## src/rtl/axi_wr_arbiter_if.sv

```systemverilog
// Requester-side and FIFO-write-side signals of the write arbiter.
// The arbiter takes the master modport; the requesters/FIFO model take slave.
interface axi_wr_arbiter_if #(
  parameter int NCH   = 4,
  parameter int DSIZE = 8,
  parameter int IDW   = 2
);
  logic [NCH-1:0]       i_req_vld;
  logic [NCH*DSIZE-1:0] i_req_data;
  logic [NCH-1:0]       i_req_last;
  logic [NCH-1:0]       o_req_rdy;
  logic                 o_aw_vld;
  logic [DSIZE-1:0]     o_aw_data;
  logic                 o_aw_last;
  logic [IDW-1:0]       o_aw_id;
  logic                 i_aw_rdy;
  logic [NCH-1:0]       o_grant;
  logic                 o_busy;

  modport master (
    input  i_req_vld, i_req_data, i_req_last, i_aw_rdy,
    output o_req_rdy, o_aw_vld, o_aw_data, o_aw_last, o_aw_id, o_grant, o_busy
  );

  modport slave (
    output i_req_vld, i_req_data, i_req_last, i_aw_rdy,
    input  o_req_rdy, o_aw_vld, o_aw_data, o_aw_last, o_aw_id, o_grant, o_busy
  );
endinterface

```

## src/rtl/axi_wr_arbiter.sv

```systemverilog
// Round-robin burst arbiter: locks one requester per burst onto the FIFO
// write port, forcing an end of grant after MAX_BURST beats.
module axi_wr_arbiter #(
  parameter int NCH       = 4,
  parameter int DSIZE     = 8,
  parameter int IDW       = 2,
  parameter int MAX_BURST = 16
) (
  input  logic                aw_clk,
  input  logic                aw_rst,
  axi_wr_arbiter_if.master    bus
);
  localparam int CW = $clog2(MAX_BURST + 1);
  localparam logic [CW-1:0] LAST_CNT = CW'(MAX_BURST - 1);

  typedef enum logic {IDLE, XFER} state_t;

  state_t           state_reg;
  logic [IDW-1:0]   rr_ptr_reg;
  logic [IDW-1:0]   id_reg;
  logic [CW-1:0]    beat_cnt_reg;
  logic [NCH-1:0]   grant_reg;

  logic             active;
  logic [2*NCH-1:0] req_dbl;
  logic [2*NCH-1:0] req_rot;
  logic             pick_found;
  logic [IDW-1:0]   pick_idx;
  logic [IDW-1:0]   ptr_next;
  logic [DSIZE-1:0] lane_data [NCH];
  logic [DSIZE-1:0] data_sel;
  logic             vld_sel;
  logic             last_sel;
  logic             accept;
  logic             burst_end;

  // Everything outward-facing is forced low while reset is held.
  assign active = (state_reg == XFER) && !aw_rst;

  // Rotating the doubled request vector puts rr_ptr at bit 0, so the
  // lowest set bit of the rotated vector is the round-robin winner.
  assign req_dbl = {bus.i_req_vld, bus.i_req_vld};
  assign req_rot = req_dbl >> rr_ptr_reg;

  always_comb begin
    pick_found = 1'b0;
    pick_idx   = '0;
    for (int j = 0; j < NCH; j++) begin
      if (!pick_found && req_rot[j]) begin
        pick_found = 1'b1;
        pick_idx   = IDW'((int'(rr_ptr_reg) + j) % NCH);
      end
    end
  end

  assign ptr_next = IDW'((int'(id_reg) + 1) % NCH);

  genvar gi;
  generate
    for (gi = 0; gi < NCH; gi++) begin : g_lane
      assign lane_data[gi]     = bus.i_req_data[gi*DSIZE +: DSIZE];
      assign bus.o_req_rdy[gi] = active && grant_reg[gi] && bus.i_aw_rdy;
    end
  endgenerate

  always_comb begin
    data_sel = '0;
    vld_sel  = 1'b0;
    last_sel = 1'b0;
    for (int k = 0; k < NCH; k++) begin
      if (grant_reg[k]) begin
        data_sel = data_sel | lane_data[k];
        vld_sel  = vld_sel  | bus.i_req_vld[k];
        last_sel = last_sel | bus.i_req_last[k];
      end
    end
  end

  assign bus.o_aw_vld  = active && vld_sel;
  assign bus.o_aw_data = active ? data_sel : '0;
  assign bus.o_aw_last = active && (last_sel || (beat_cnt_reg == LAST_CNT));
  assign bus.o_aw_id   = active ? id_reg : '0;
  assign bus.o_grant   = active ? grant_reg : '0;
  assign bus.o_busy    = active;

  assign accept    = bus.o_aw_vld && bus.i_aw_rdy;
  assign burst_end = accept && bus.o_aw_last;

  always_ff @(posedge aw_clk) begin
    if (aw_rst) begin
      state_reg    <= IDLE;
      rr_ptr_reg   <= '0;
      id_reg       <= '0;
      beat_cnt_reg <= '0;
      grant_reg    <= '0;
    end else begin
      case (state_reg)
        IDLE: begin
          if (pick_found) begin
            state_reg    <= XFER;
            grant_reg    <= {{(NCH-1){1'b0}}, 1'b1} << pick_idx;
            id_reg       <= pick_idx;
            beat_cnt_reg <= '0;
          end
        end
        XFER: begin
          // A stalled or absent requester simply holds the grant here.
          if (burst_end) begin
            state_reg    <= IDLE;
            grant_reg    <= '0;
            rr_ptr_reg   <= ptr_next;
            beat_cnt_reg <= '0;
          end else if (accept) begin
            beat_cnt_reg <= beat_cnt_reg + 1'b1;
          end
        end
        default: state_reg <= IDLE;
      endcase
    end
  end
endmodule

```

## src/flat_wrapper.sv

```systemverilog
// flat-port wrapper written by rule: the top's interface ports become plain ports
module axi_wr_arbiter_flat 
#(
  parameter int NCH       = 4,
  parameter int DSIZE     = 8,
  parameter int IDW       = 2,
  parameter int MAX_BURST = 16
)
  (aw_clk, aw_rst, bus_i_req_vld, bus_i_req_data, bus_i_req_last, bus_i_aw_rdy, bus_o_req_rdy, bus_o_aw_vld, bus_o_aw_data, bus_o_aw_last, bus_o_aw_id, bus_o_grant, bus_o_busy);
  axi_wr_arbiter_if #(.NCH(NCH), .DSIZE(DSIZE), .IDW(IDW)) bus_i ();
  input  logic aw_clk;
  input  logic aw_rst;
  input wire logic [$bits(bus_i.i_req_vld)-1:0] bus_i_req_vld;
  input wire logic [$bits(bus_i.i_req_data)-1:0] bus_i_req_data;
  input wire logic [$bits(bus_i.i_req_last)-1:0] bus_i_req_last;
  input wire logic [$bits(bus_i.i_aw_rdy)-1:0] bus_i_aw_rdy;
  output wire logic [$bits(bus_i.o_req_rdy)-1:0] bus_o_req_rdy;
  output wire logic [$bits(bus_i.o_aw_vld)-1:0] bus_o_aw_vld;
  output wire logic [$bits(bus_i.o_aw_data)-1:0] bus_o_aw_data;
  output wire logic [$bits(bus_i.o_aw_last)-1:0] bus_o_aw_last;
  output wire logic [$bits(bus_i.o_aw_id)-1:0] bus_o_aw_id;
  output wire logic [$bits(bus_i.o_grant)-1:0] bus_o_grant;
  output wire logic [$bits(bus_i.o_busy)-1:0] bus_o_busy;
  assign bus_i.i_req_vld = bus_i_req_vld;
  assign bus_i.i_req_data = bus_i_req_data;
  assign bus_i.i_req_last = bus_i_req_last;
  assign bus_i.i_aw_rdy = bus_i_aw_rdy;
  assign bus_o_req_rdy = bus_i.o_req_rdy;
  assign bus_o_aw_vld = bus_i.o_aw_vld;
  assign bus_o_aw_data = bus_i.o_aw_data;
  assign bus_o_aw_last = bus_i.o_aw_last;
  assign bus_o_aw_id = bus_i.o_aw_id;
  assign bus_o_grant = bus_i.o_grant;
  assign bus_o_busy = bus_i.o_busy;
  axi_wr_arbiter #(.NCH(NCH), .DSIZE(DSIZE), .IDW(IDW), .MAX_BURST(MAX_BURST)) u_core (.aw_clk(aw_clk), .aw_rst(aw_rst), .bus(bus_i));
endmodule
```

## config.mk

```make
export PLATFORM = sky130hd
export DESIGN_NAME = axi_wr_arbiter_flat
export DESIGN_NICKNAME = d
export VERILOG_FILES = /design/src/rtl/axi_wr_arbiter_if.sv /design/src/rtl/axi_wr_arbiter.sv /design/src/flat_wrapper.sv
export SDC_FILE = /design/constraint.sdc
export NUM_CORES = 1
export LEC_CHECK = 0
export BUFFER_PORTS_ARGS = -buffer_cell sky130_fd_sc_hd__buf_2
export CORE_MARGIN = 8
export CORE_UTILIZATION = 40
export DETAILED_ROUTE_END_ITERATION = 10
export PLACE_DENSITY = 0.77
export REMOVE_ABC_BUFFERS = 1
export SLEW_MARGIN = 10
export SYNTH_ARGS = -nofsm -noshare
export SYNTH_HDL_FRONTEND = slang
export SYNTH_SLANG_ARGS = --single-unit
```

## constraint.sdc

```tcl
create_clock -name aw_clk -period 5.4 [get_ports aw_clk]
set_clock_uncertainty 0.05 [all_clocks]
set_input_delay 1.08 -clock aw_clk [delete_from_list [all_inputs] [get_ports aw_clk]]
set_output_delay 1.08 -clock aw_clk [all_outputs]
set_load 0.05 [all_outputs]
```

==> run metrics, run 1 <==
path category of the worst min-delay check flip-flop to flip-flop; time the final worst path needs with I/O delays and setup 3640 ps; die area 4300 um2; total power draw 0.000239 W; Worst Max-Slew Pin Slew 547 ps; count of synthesis-stage warnings from yosys 0; crit path cell chain buf_2, nand2b_1, inv_1, and3_1, buf_2; Setup violations, final 0; area of the placeable core 2410 um2; post-synthesis cell type count 31; number of antenna diodes 0; required time of the critical path 4270 ps; vias in the first global route 1092; top flip-flop cell by instance count after synthesis sky130_fd_sc_hd__dfxtp_1; worst-path cell with the longest stage delay sky130_fd_sc_hd__nand2b_1; number of nets with antenna violations after detailed routing 0; max reg flops 5; worst relative slew slack 63.2%; number of H-tree levels 1; clk buf depth 2; Yosys reg bits 14; Resized cells post-CTS 0; chip height 65.6 um; maximum net fanout on the critical path 15; Critical Path Start Type input pin; CTS Buf Count 3; syn avg cell area 7.67 um2; clock tree from TritonCTS built; vias after detailed routing 1200; register clock-pin slew on the reported worst setup and hold paths 70 ps; setup TNS 0 ps; sequential area share after synthesis 28.5%; number of max-cap violations 0; most repeated library cell on the critical path sky130_fd_sc_hd__buf_2; proportion of synthesized flip-flops having asynchronous set or reset 0%; vias per inst 5.56; worst vdd ir 202 uV; multi-input logic area 652 um2; share of cells above drive strength 1 38.2%; period utilisation layout 67.5%; root buf cell sky130_fd_sc_hd__clkbuf_4; number of buffers added for setup after CTS 0; Buffers on Ports 63; detailed-placement wirelength estimate 2570 um; type of the setup path with the least slack input pin to output port; largest incremental delay on the critical path 480 ps; All-Layer GR Usage 13.4%; FF/Latch Area 280 um2; unrepaired setup endpoints after global routing no; leakage component of the power 0.626 nW; WL/cell 14.8 um; aggregate routed wire length 3190 um; maximum number of pins on one net before global-route repair 16; critical path endpoint category output port; Synth Instances 128; global-route wire length before repair 4860 um; maximum clock frequency 274 MHz; total count of hold-check failures in the final report 0; outcome completed; WP data arrival 2510 ps; horizontal extent of the die 65.6 um; antenna violations before repair 0; Area growth, synth to finish 35.0%; number of nets in the layout 233; violation count after the first detailed-route iteration 85; I/O Pins 64; count of hold buffers inserted by post-cts repair 0; Starting Density 40.8%; insertion delay of the later-clocked pin in the worst-skew pair 270 ps; number of enable flip-flop cells after synthesis 0; residual overflow from global routing 0; row cnt 18; Netlist Area Pre-Place 982 um2; total DRC errors in the routed layout 0; Filler Cell Count 216; power per standard cell area 180 nW/um2; number of pins exceeding their max-slew limit in the final report 0; final RePlAce weighted congestion 0.844; Sink Count 14; number of search-and-repair iterations in the first detailed-routing pass 5
==> cell usage in the layout (no fill, tap or decap), drive strengths merged <==
cell type / n
inv: 5
nand2: 7
nor2b: 2
a22oi: 18
a311oi: 2
buf: 63
nor3: 6
and2: 6
a2111oi: 1
nor2: 8
nand2b: 4
nor4: 1
a222oi: 1
mux2i: 2
dfxtp: 14
or2: 1
ha: 2
a32oi: 2
xor2: 3
and3: 5
o21a: 1
or3: 1
o21ai: 2
clkbuf: 3
a211oi: 2
or2b: 1
a21oi: 20
nand3: 3
==> routing by layer <==
layer	vias to the layer above	wire length [um]	track usage, %
met1	553	1270	15.6
met2	55	1460	22.1
met5	-	0	0
li1	592	-	-
met4	0	0	1.63
met3	0	467	6.63
==> area by class of cell <==
class	instances	share of cell area, %
Sequential cell	14	21.1
Tap cell	30	2.83
Multi-Input combinational cell	101	49.2
Inverter	5	1.42
Clock buffer	3	1.70
Timing Repair Buffer	63	23.8
==> critical path: cells and delay by family <==
| kind | cells | cell delay, ps |
|---|---|---|
| buffers and inverters | 3 | 700 |
| AND/OR/NAND/NOR | 2 | 720 |
==> final timing paths <==
kind	slack, ps	start	depth (start not counted)	to
worst min register to register	440	u_core.beat_cnt_reg[4]$_SDFFE_PP0P_	2	u_core.beat_cnt_reg[4]$_SDFFE_PP0P_
worst max register to register	3350	u_core.grant_reg[0]$_SDFFE_PP0P_	5	u_core.beat_cnt_reg[3]$_SDFFE_PP0P_
worst max-delay path	1760	aw_rst	5	bus_o_req_rdy[1]
worst min-delay path	440	u_core.beat_cnt_reg[4]$_SDFFE_PP0P_	2	u_core.beat_cnt_reg[4]$_SDFFE_PP0P_
==> through the flow <==
step	utilization [%]	hold slack, ps	area (um2)	instances	setup WS [ps]
floorplan	-	400	951	120	1880
global placement	54.1	424	1300	213	1840
detailed placement	54.1	437	1300	213	1770
CTS	55.0	443	1330	216	1770
global route	55.0	467	1330	216	1650
finish	55.0	437	1330	216	1760
==> kinds of logic (layout without fill, tap and decap cells) <==
| group | after synthesis | in the layout | synth area share [%] |
|---|---|---|---|
| flip-flops | 14 | 14 | 28.5 |
| buffers and inverters | 13 | 71 | 5.10 |
| AO/OA/AOI/OAI | 49 | 49 | 35.0 |
| adder cells (fa/ha/maj) | 2 | 2 | 2.55 |
| multiplexers | 2 | 2 | 2.04 |
| XOR/XNOR | 3 | 3 | 2.68 |
| AND/OR/NAND/NOR | 45 | 45 | 24.1 |
==> report_power, final <==
group / leakage [nW] / switching [W] / total [W] / internal (W)
combinational: 0.498 / 0.0000418 / 0.0000687 / 0.0000269
sequential: 0.114 / 0.00000781 / 0.000115 / 0.000107
clock: 0.0138 / 0.0000297 / 0.0000555 / 0.0000258
==> cell usage after synthesis (3+ instances only) <==
library cell,count,area (um2)
sky130_fd_sc_hd__inv_1,5,18.8
sky130_fd_sc_hd__nand3_1,3,15.0
sky130_fd_sc_hd__dfxtp_1,14,280
sky130_fd_sc_hd__and2_1,6,37.5
sky130_fd_sc_hd__a21oi_1,20,100
sky130_fd_sc_hd__nand2_1,7,26.3
sky130_fd_sc_hd__nor2_1,7,26.3
sky130_fd_sc_hd__clkbuf_1,7,26.3
sky130_fd_sc_hd__a22oi_1,17,128
sky130_fd_sc_hd__nor3_1,6,30.0
sky130_fd_sc_hd__xor2_1,3,26.3
sky130_fd_sc_hd__nand2b_1,4,25.0
sky130_fd_sc_hd__and3_1,5,31.3
Note: power is estimated with default switching activity, not from simulation.
==> run 2: changes to the inputs <==
--- a/config.mk
+++ b/config.mk
@@ -5,11 +5,12 @@
 export SDC_FILE = /design/constraint.sdc
 export NUM_CORES = 1
 export LEC_CHECK = 0
+export ABC_AREA = 1
 export BUFFER_PORTS_ARGS = -buffer_cell sky130_fd_sc_hd__buf_2
 export CORE_MARGIN = 8
 export CORE_UTILIZATION = 40
 export DETAILED_ROUTE_END_ITERATION = 10
-export PLACE_DENSITY = 0.77
+export PLACE_DENSITY = 0.74
 export REMOVE_ABC_BUFFERS = 1
 export SLEW_MARGIN = 10
 export SYNTH_ARGS = -nofsm -noshare
==> constraint.sdc (replaced) <==
create_clock -name aw_clk -period 3 [get_ports aw_clk]
set_clock_uncertainty 0.05 [all_clocks]
set_input_delay 0.6 -clock aw_clk [delete_from_list [all_inputs] [get_ports aw_clk]]
set_output_delay 0.6 -clock aw_clk [all_outputs]
set_load 0.05 [all_outputs]
==> run 2 against run 1 <==
Effect of this change:
- power up 120%
- register-to-register slack worse by 2500 ps
- critical path depth unchanged
- critical path type unchanged
- critical endpoint is now bus_o_aw_vld
- largest cell class unchanged
- largest power group unchanged
==> run metrics, run 2 <==
worst hold start u_core.state_reg$_SDFF_PP0_; I/O Pins 64; Starting Density 40.7%; register clock-pin slew on the reported worst setup and hold paths 90 ps; proportion of power drawn by flip-flops and latches 40.7%; max reg flops 5; Resized cells post-CTS 0; number of buffers added for setup after CTS 0; Worst Hold Path EP u_core.state_reg$_SDFF_PP0_; Critical Path Start Type input pin; total count of hold-check failures in the final report 0; FF/Latch Area 280 um2; time the final worst path needs with I/O delays and setup 2420 ps; Worst Reg-to-Reg Cells 10; unrepaired setup endpoints after global routing no; number of H-tree levels 1; r2r setup slk 830 ps; number of nets in the layout 299; worst relative slew slack 60.2%; min setup slack post-route 576 ps; Netlist Area Pre-Place 1310 um2; multi-input logic area 851 um2; number of pins exceeding their max-slew limit in the final report 0; vias per inst 4.85; vias after detailed routing 1451; global-route wire length before repair 5910 um; R2R Path End u_core.beat_cnt_reg[3]$_SDFFE_PP0P_; routed length on met1 1640 um; number of cells in the finished layout apart from fillers 299; period utilisation layout 80.8%; commonest non-fill, non-tap cell in the layout sky130_fd_sc_hd__buf_2; All-Layer GR Usage 13.2%; highest-count cells in the layout ignoring fill and taps 63 x sky130_fd_sc_hd__buf_2, 34 x sky130_fd_sc_hd__nand2_1, 25 x sky130_fd_sc_hd__nor2_1; WP data arrival 1770 ps; insertion delay of the later-clocked pin in the worst-skew pair 280 ps; top flip-flop cell by instance count after synthesis sky130_fd_sc_hd__dfxtp_1; residual overflow from global routing 0; total DRC errors in the routed layout 0; number of cells traversed by the worst hold path 2; clock tree from TritonCTS built; syn avg cell area 6.70 um2; met3 routed wirelength 301 um; Sink Count 14; Setup violations, final 0; detailed-placement wirelength estimate 2970 um; dpl ws 549 ps; leakage component of the power 0.845 nW; required time of the critical path 2350 ps; row cnt 21; worst vdd ir 284 uV; number of search-and-repair iterations in the first detailed-routing pass 4; Net Sw Frac 35.8%; vias in the first global route 1385; clk buf depth 2; horizontal extent of the die 73.3 um; Internal Pwr Total 0.000335 W; violation count after the first detailed-route iteration 66; Worst Max-Slew Pin Slew 596 ps; fraction of post-synthesis cell area in the top cell type by area 21.3%; Synth area leaders sky130_fd_sc_hd__dfxtp_1 21%, sky130_fd_sc_hd__nand2_1 9.7%, sky130_fd_sc_hd__nor2_1 7.1%; CTS Buf Count 3; dominant cell type by area after synthesis sky130_fd_sc_hd__dfxtp_1; number of enable flip-flop cells after synthesis 0; number of antenna diodes 0; root buf cell sky130_fd_sc_hd__clkbuf_4; count of synthesis-stage warnings from yosys 0; proportion of synthesized flip-flops having asynchronous set or reset 0%; power per standard cell area 317 nW/um2; relative contribution of combinational cells to total power 32.9%; chip height 73.3 um; Synth top cells by count 34 x sky130_fd_sc_hd__nand2_1, 25 x sky130_fd_sc_hd__nor2_1, 24 x sky130_fd_sc_hd__inv_1; number of nets with antenna violations after detailed routing 0; WL/cell 12.3 um; sequential area share after synthesis 21.3%; met2 wire len 1730 um; type of the setup path with the least slack input pin to output port; share of cells above drive strength 1 36.8%; relative contribution of the clock network to total power 26.4%; post-synthesis cell type count 30; count of hold buffers inserted by post-cts repair 0; Buffers on Ports 63; Filler Cell Count 338; switching pwr 0.000187 W; final RePlAce weighted congestion 0.805; area of the placeable core 3230 um2; outcome completed; die area 5370 um2; most common cell in the netlist sky130_fd_sc_hd__nand2_1; critical path endpoint category output port; Inst Count DP 295; Synth Instances 196; maximum clock frequency 413 MHz; number of max-cap violations 0; Area growth, synth to finish 25.3%; maximum net fanout on the critical path 20; Yosys reg bits 14; antenna violations before repair 0; maximum number of pins on one net before global-route repair 21; minimum hold slack 428 ps; aggregate routed wire length 3680 um; path category of the worst min-delay check flip-flop to flip-flop; startpoint of the most critical register-to-register path u_core.beat_cnt_reg[0]$_SDFFE_PP0P_; uppermost signal routing layer after detailed routing met4
-- run 2: routing by layer --
metal | GRT usage (%) | vias up
met5 | 0 | -
met4 | 2.22 | 0
met3 | 3.00 | 2
met2 | 22.6 | 36
met1 | 16.4 | 645
li1 | - | 768
-- run 2: power groups by stage --
stage	Combinational [W]	Clock [W]	Sequential [W]
6_report	0.000172	0.000138	0.000212
5_1_grt	0.000193	0.000149	0.000214
4_1_cts	0.000173	0.000141	0.000212
3_5_place_dp	0.000172	0	0.000217
3_3_place_gp	0.000170	0	0.000217
2_1_floorplan	0.000118	0	0.000211
-- run 2: layout make-up --
cell class	count	area share [%]
Tap cell	46	3.50
Clock buffer	4	2.20
Sequential cell	14	17.0
Multi-Input combinational cell	145	51.7
Inverter	27	6.46
Timing Repair Buffer	63	19.1
-- run 2: worst max path at each step --
stage	from	end	slack [ps]	depth (start not counted)
after floorplan	aw_rst	u_core.rr_ptr_reg[0]$_SDFFE_PP0P_	-600	6
final	aw_rst	bus_o_aw_vld	580	5
after global placement	aw_rst	u_core.beat_cnt_reg[3]$_SDFFE_PP0P_	650	9
after global routing	u_core.grant_reg[1]$_SDFFE_PP0P_	bus_o_aw_vld	360	5
after CTS	aw_rst	bus_o_aw_vld	570	5
after detailed placement	aw_rst	u_core.beat_cnt_reg[3]$_SDFFE_PP0P_	550	9
-- run 2: kinds of logic (layout without fill, tap and decap cells) --
| kind of cell | count (synthesis) | count (layout) | synth area share (%) |
|---|---|---|---|
| fa+ha+maj | 2 | 2 | 1.90 |
| compound gates | 38 | 38 | 19.7 |
| simple gates | 101 | 101 | 40.5 |
| xor+xnor | 4 | 4 | 2.67 |
| buf+inv | 37 | 94 | 13.9 |
| flops | 14 | 14 | 21.3 |
-- run 2: critical path, stage by stage --
cell and delay, ps:
sky130_fd_sc_hd__buf_2 160, sky130_fd_sc_hd__nor2_1 150, sky130_fd_sc_hd__inv_1 280, sky130_fd_sc_hd__nor2_1 270
sky130_fd_sc_hd__buf_2 310
-- run 2: through the flow --
| step | TNS, ps | area, um2 | total power, W | utilization, % |
|---|---|---|---|---|
| after detailed placement | 0 | 1610 | 0.000389 | 49.8 |
| after CTS | 0 | 1650 | 0.000526 | 50.9 |
| after global routing | 0 | 1650 | 0.000557 | 50.9 |
| after floorplan | -11100 | 1240 | 0.000329 | - |
| after global placement | 0 | 1610 | 0.000386 | 49.8 |
| final | 0 | 1650 | 0.000522 | 50.9 |
==> run 3: changes to the inputs <==
--- a/config.mk
+++ b/config.mk
@@ -5,12 +5,12 @@
 export SDC_FILE = /design/constraint.sdc
 export NUM_CORES = 1
 export LEC_CHECK = 0
-export ABC_AREA = 1
+export ABC_AREA = 0
 export BUFFER_PORTS_ARGS = -buffer_cell sky130_fd_sc_hd__buf_2
 export CORE_MARGIN = 8
-export CORE_UTILIZATION = 40
+export CORE_UTILIZATION = 37
 export DETAILED_ROUTE_END_ITERATION = 10
-export PLACE_DENSITY = 0.74
+export PLACE_DENSITY = 0.75
 export REMOVE_ABC_BUFFERS = 1
 export SLEW_MARGIN = 10
 export SYNTH_ARGS = -nofsm -noshare
==> constraint.sdc (replaced) <==
create_clock -name aw_clk -period 2 [get_ports aw_clk]
set_clock_uncertainty 0.05 [all_clocks]
set_input_delay 0.4 -clock aw_clk [delete_from_list [all_inputs] [get_ports aw_clk]]
set_output_delay 0.4 -clock aw_clk [all_outputs]
set_load 0.05 [all_outputs]
==> run 3 against run 2 <==
Effect of this change:
- non-clock buffer count up 12
- clock power up 11%
- largest cell class unchanged
- critical path type is now flip-flop to output port
- critical endpoint is now bus_o_aw_last
- core utilization up 7.4 points
- critical path depth up 1
- register-to-register slack worse by 640 ps
- via count down 13%
- final cell count down 24%
==> run metrics, run 3 (synthesized netlist as in run 1, its figures left out) <==
worst vdd ir 371 uV; total power draw 0.000677 W; horizontal extent of the die 67.5 um; number of cells traversed by the worst hold path 2; clk buf depth 2; number of nets in the layout 245; r2r setup slk 190 ps; vias in the first global route 1181; min setup slack post-route 88.2 ps; critical path endpoint category output port; Inst Count DP 222; Critical Path Start Type flip-flop; number of max-cap violations 0; worst hold start u_core.id_reg[1]$_SDFFE_PP0P_; root buf cell sky130_fd_sc_hd__clkbuf_4; maximum net fanout on the critical path 2; number of search-and-repair iterations in the first detailed-routing pass 4; type of the setup path with the least slack flip-flop to output port; max reg flops 5; I/O Pins 64; power per standard cell area 464 nW/um2; row cnt 18; path category of the worst min-delay check flip-flop to flip-flop; Setup violations, final 0; worst relative slew slack 65.5%; vias per inst 5.54; register clock-pin slew on the reported worst setup and hold paths 70 ps; commonest non-fill, non-tap cell in the layout sky130_fd_sc_hd__buf_2; maximum number of pins on one net before global-route repair 15; outcome completed; most repeated library cell on the critical path sky130_fd_sc_hd__a21oi_2; leakage component of the power 0.683 nW; Worst Reg-to-Reg Cells 8; residual overflow from global routing 0; Worst Max-Slew Pin Slew 514 ps; violation count after the first detailed-route iteration 62; number of nets with antenna violations after detailed routing 0; die area 4560 um2; detailed-placement wirelength estimate 2850 um; All-Layer GR Usage 13.9%; number of cells in the finished layout apart from fillers 228; worst-path cell with the longest stage delay sky130_fd_sc_hd__dfxtp_2; startpoint of the most critical register-to-register path u_core.beat_cnt_reg[0]$_SDFFE_PP0P_; unrepaired setup endpoints after global routing no; total DRC errors in the routed layout 0; aggregate routed wire length 3510 um; highest-count cells in the layout ignoring fill and taps 61 x sky130_fd_sc_hd__buf_2, 18 x sky130_fd_sc_hd__a21oi_1, 17 x sky130_fd_sc_hd__a22oi_1; chip height 67.5 um; final RePlAce weighted congestion 0.823; Sink Count 14; maximum clock frequency 523 MHz; largest incremental delay on the critical path 360 ps; antenna violations before repair 0; Buffers on Ports 63; Post-Route Utilization 58.4%; clock tree from TritonCTS built; period utilisation layout 95.6%; R2R Path End u_core.beat_cnt_reg[4]$_SDFFE_PP0P_; critical path's top delay family flip-flops; crit path cell chain ha_4, and3_4, ha_2, a21oi_2, a21oi_2, buf_6; insertion delay of the later-clocked pin in the worst-skew pair 270 ps; share of cells above drive strength 1 47.0%; number of pins exceeding their max-slew limit in the final report 0; vias after detailed routing 1262; global-route wire length before repair 5140 um; CTS Buf Count 3; area of the placeable core 2500 um2; dpl ws 6.69 ps; WL/cell 15.4 um; number of H-tree levels 1; time the final worst path needs with I/O delays and setup 1910 ps; Starting Density 39.3%; worst path bufs/invs 1; number of antenna diodes 0; required time of the critical path 1550 ps; WP data arrival 1460 ps; Filler Cell Count 224; Worst Hold Path EP u_core.id_reg[1]$_SDFFE_PP0P_; total count of hold-check failures in the final report 0; Area growth, synth to finish 48.5%
run 3: worst max-delay path by stage:
| stage | start | to | cells after the start |
|---|---|---|---|
| after global routing | u_core.grant_reg[1]$_SDFFE_PP0P_ | bus_o_aw_data[7] | 4 |
| after detailed placement | u_core.beat_cnt_reg[0]$_SDFFE_PP0P_ | u_core.beat_cnt_reg[4]$_SDFFE_PP0P_ | 8 |
| after CTS | u_core.beat_cnt_reg[0]$_SDFFE_PP0P_ | bus_o_aw_last | 6 |
| final | u_core.beat_cnt_reg[0]$_SDFFE_PP0P_ | bus_o_aw_last | 6 |
| after global placement | u_core.beat_cnt_reg[0]$_SDFFE_PP0P_ | u_core.beat_cnt_reg[4]$_SDFFE_PP0P_ | 8 |
| after floorplan | aw_rst | bus_o_req_rdy[0] | 3 |
run 3: metrics by stage:
step	hold slack [ps]	instance area, um2	setup TNS [ps]
6_report	433	1460	0
5_1_grt	452	1460	0
4_1_cts	434	1410	0
3_5_place_dp	423	1370	0
3_3_place_gp	422	1370	0
2_1_floorplan	400	951	-1480
run 3: per-layer routing:
layer / vias to the layer above / GRT usage, % / part of all wire [%]
met4: 0 / 5.48 / 1.7
li1: 619 / - / -
met1: 576 / 14.6 / 33
met5: - / 0 / 0
met2: 59 / 25.3 / 50
met3: 8 / 4.30 / 15
run 3: area by class of cell:
type	instances	area, um2	share of cell area [%]
clock buffer	3	22.5	1.54
inverter	5	18.8	1.29
timing repair buffer	75	414	28.4
tap	30	37.5	2.57
multi-input combinational	101	682	46.7
sequential	14	284	19.5
run 3: repair_timing:
action,4_1_cts,5_1_grt
hold buffers,0,0
buffers inserted,1,2
endpoints found under the setup margin,1,18
pin swaps,2,1
resized for setup,5,9
run 3: report_power, final:
part           switching, W  internal, W  total (W)
registers         0.0000155     0.000291   0.000306
clock network     0.0000832    0.0000698   0.000153
logic              0.000127    0.0000910   0.000218
run 3: worst reg2reg max path, cell delays in order, from the launching register on:
cell and delay [ps]:
sky130_fd_sc_hd__dfxtp_2 340, sky130_fd_sc_hd__ha_4 150, sky130_fd_sc_hd__and3_4 140, sky130_fd_sc_hd__ha_2 160
sky130_fd_sc_hd__a21oi_2 130, sky130_fd_sc_hd__nand2_1 130, sky130_fd_sc_hd__nand2_2 160, sky130_fd_sc_hd__nand2_1 160
sky130_fd_sc_hd__a2111oi_0 280
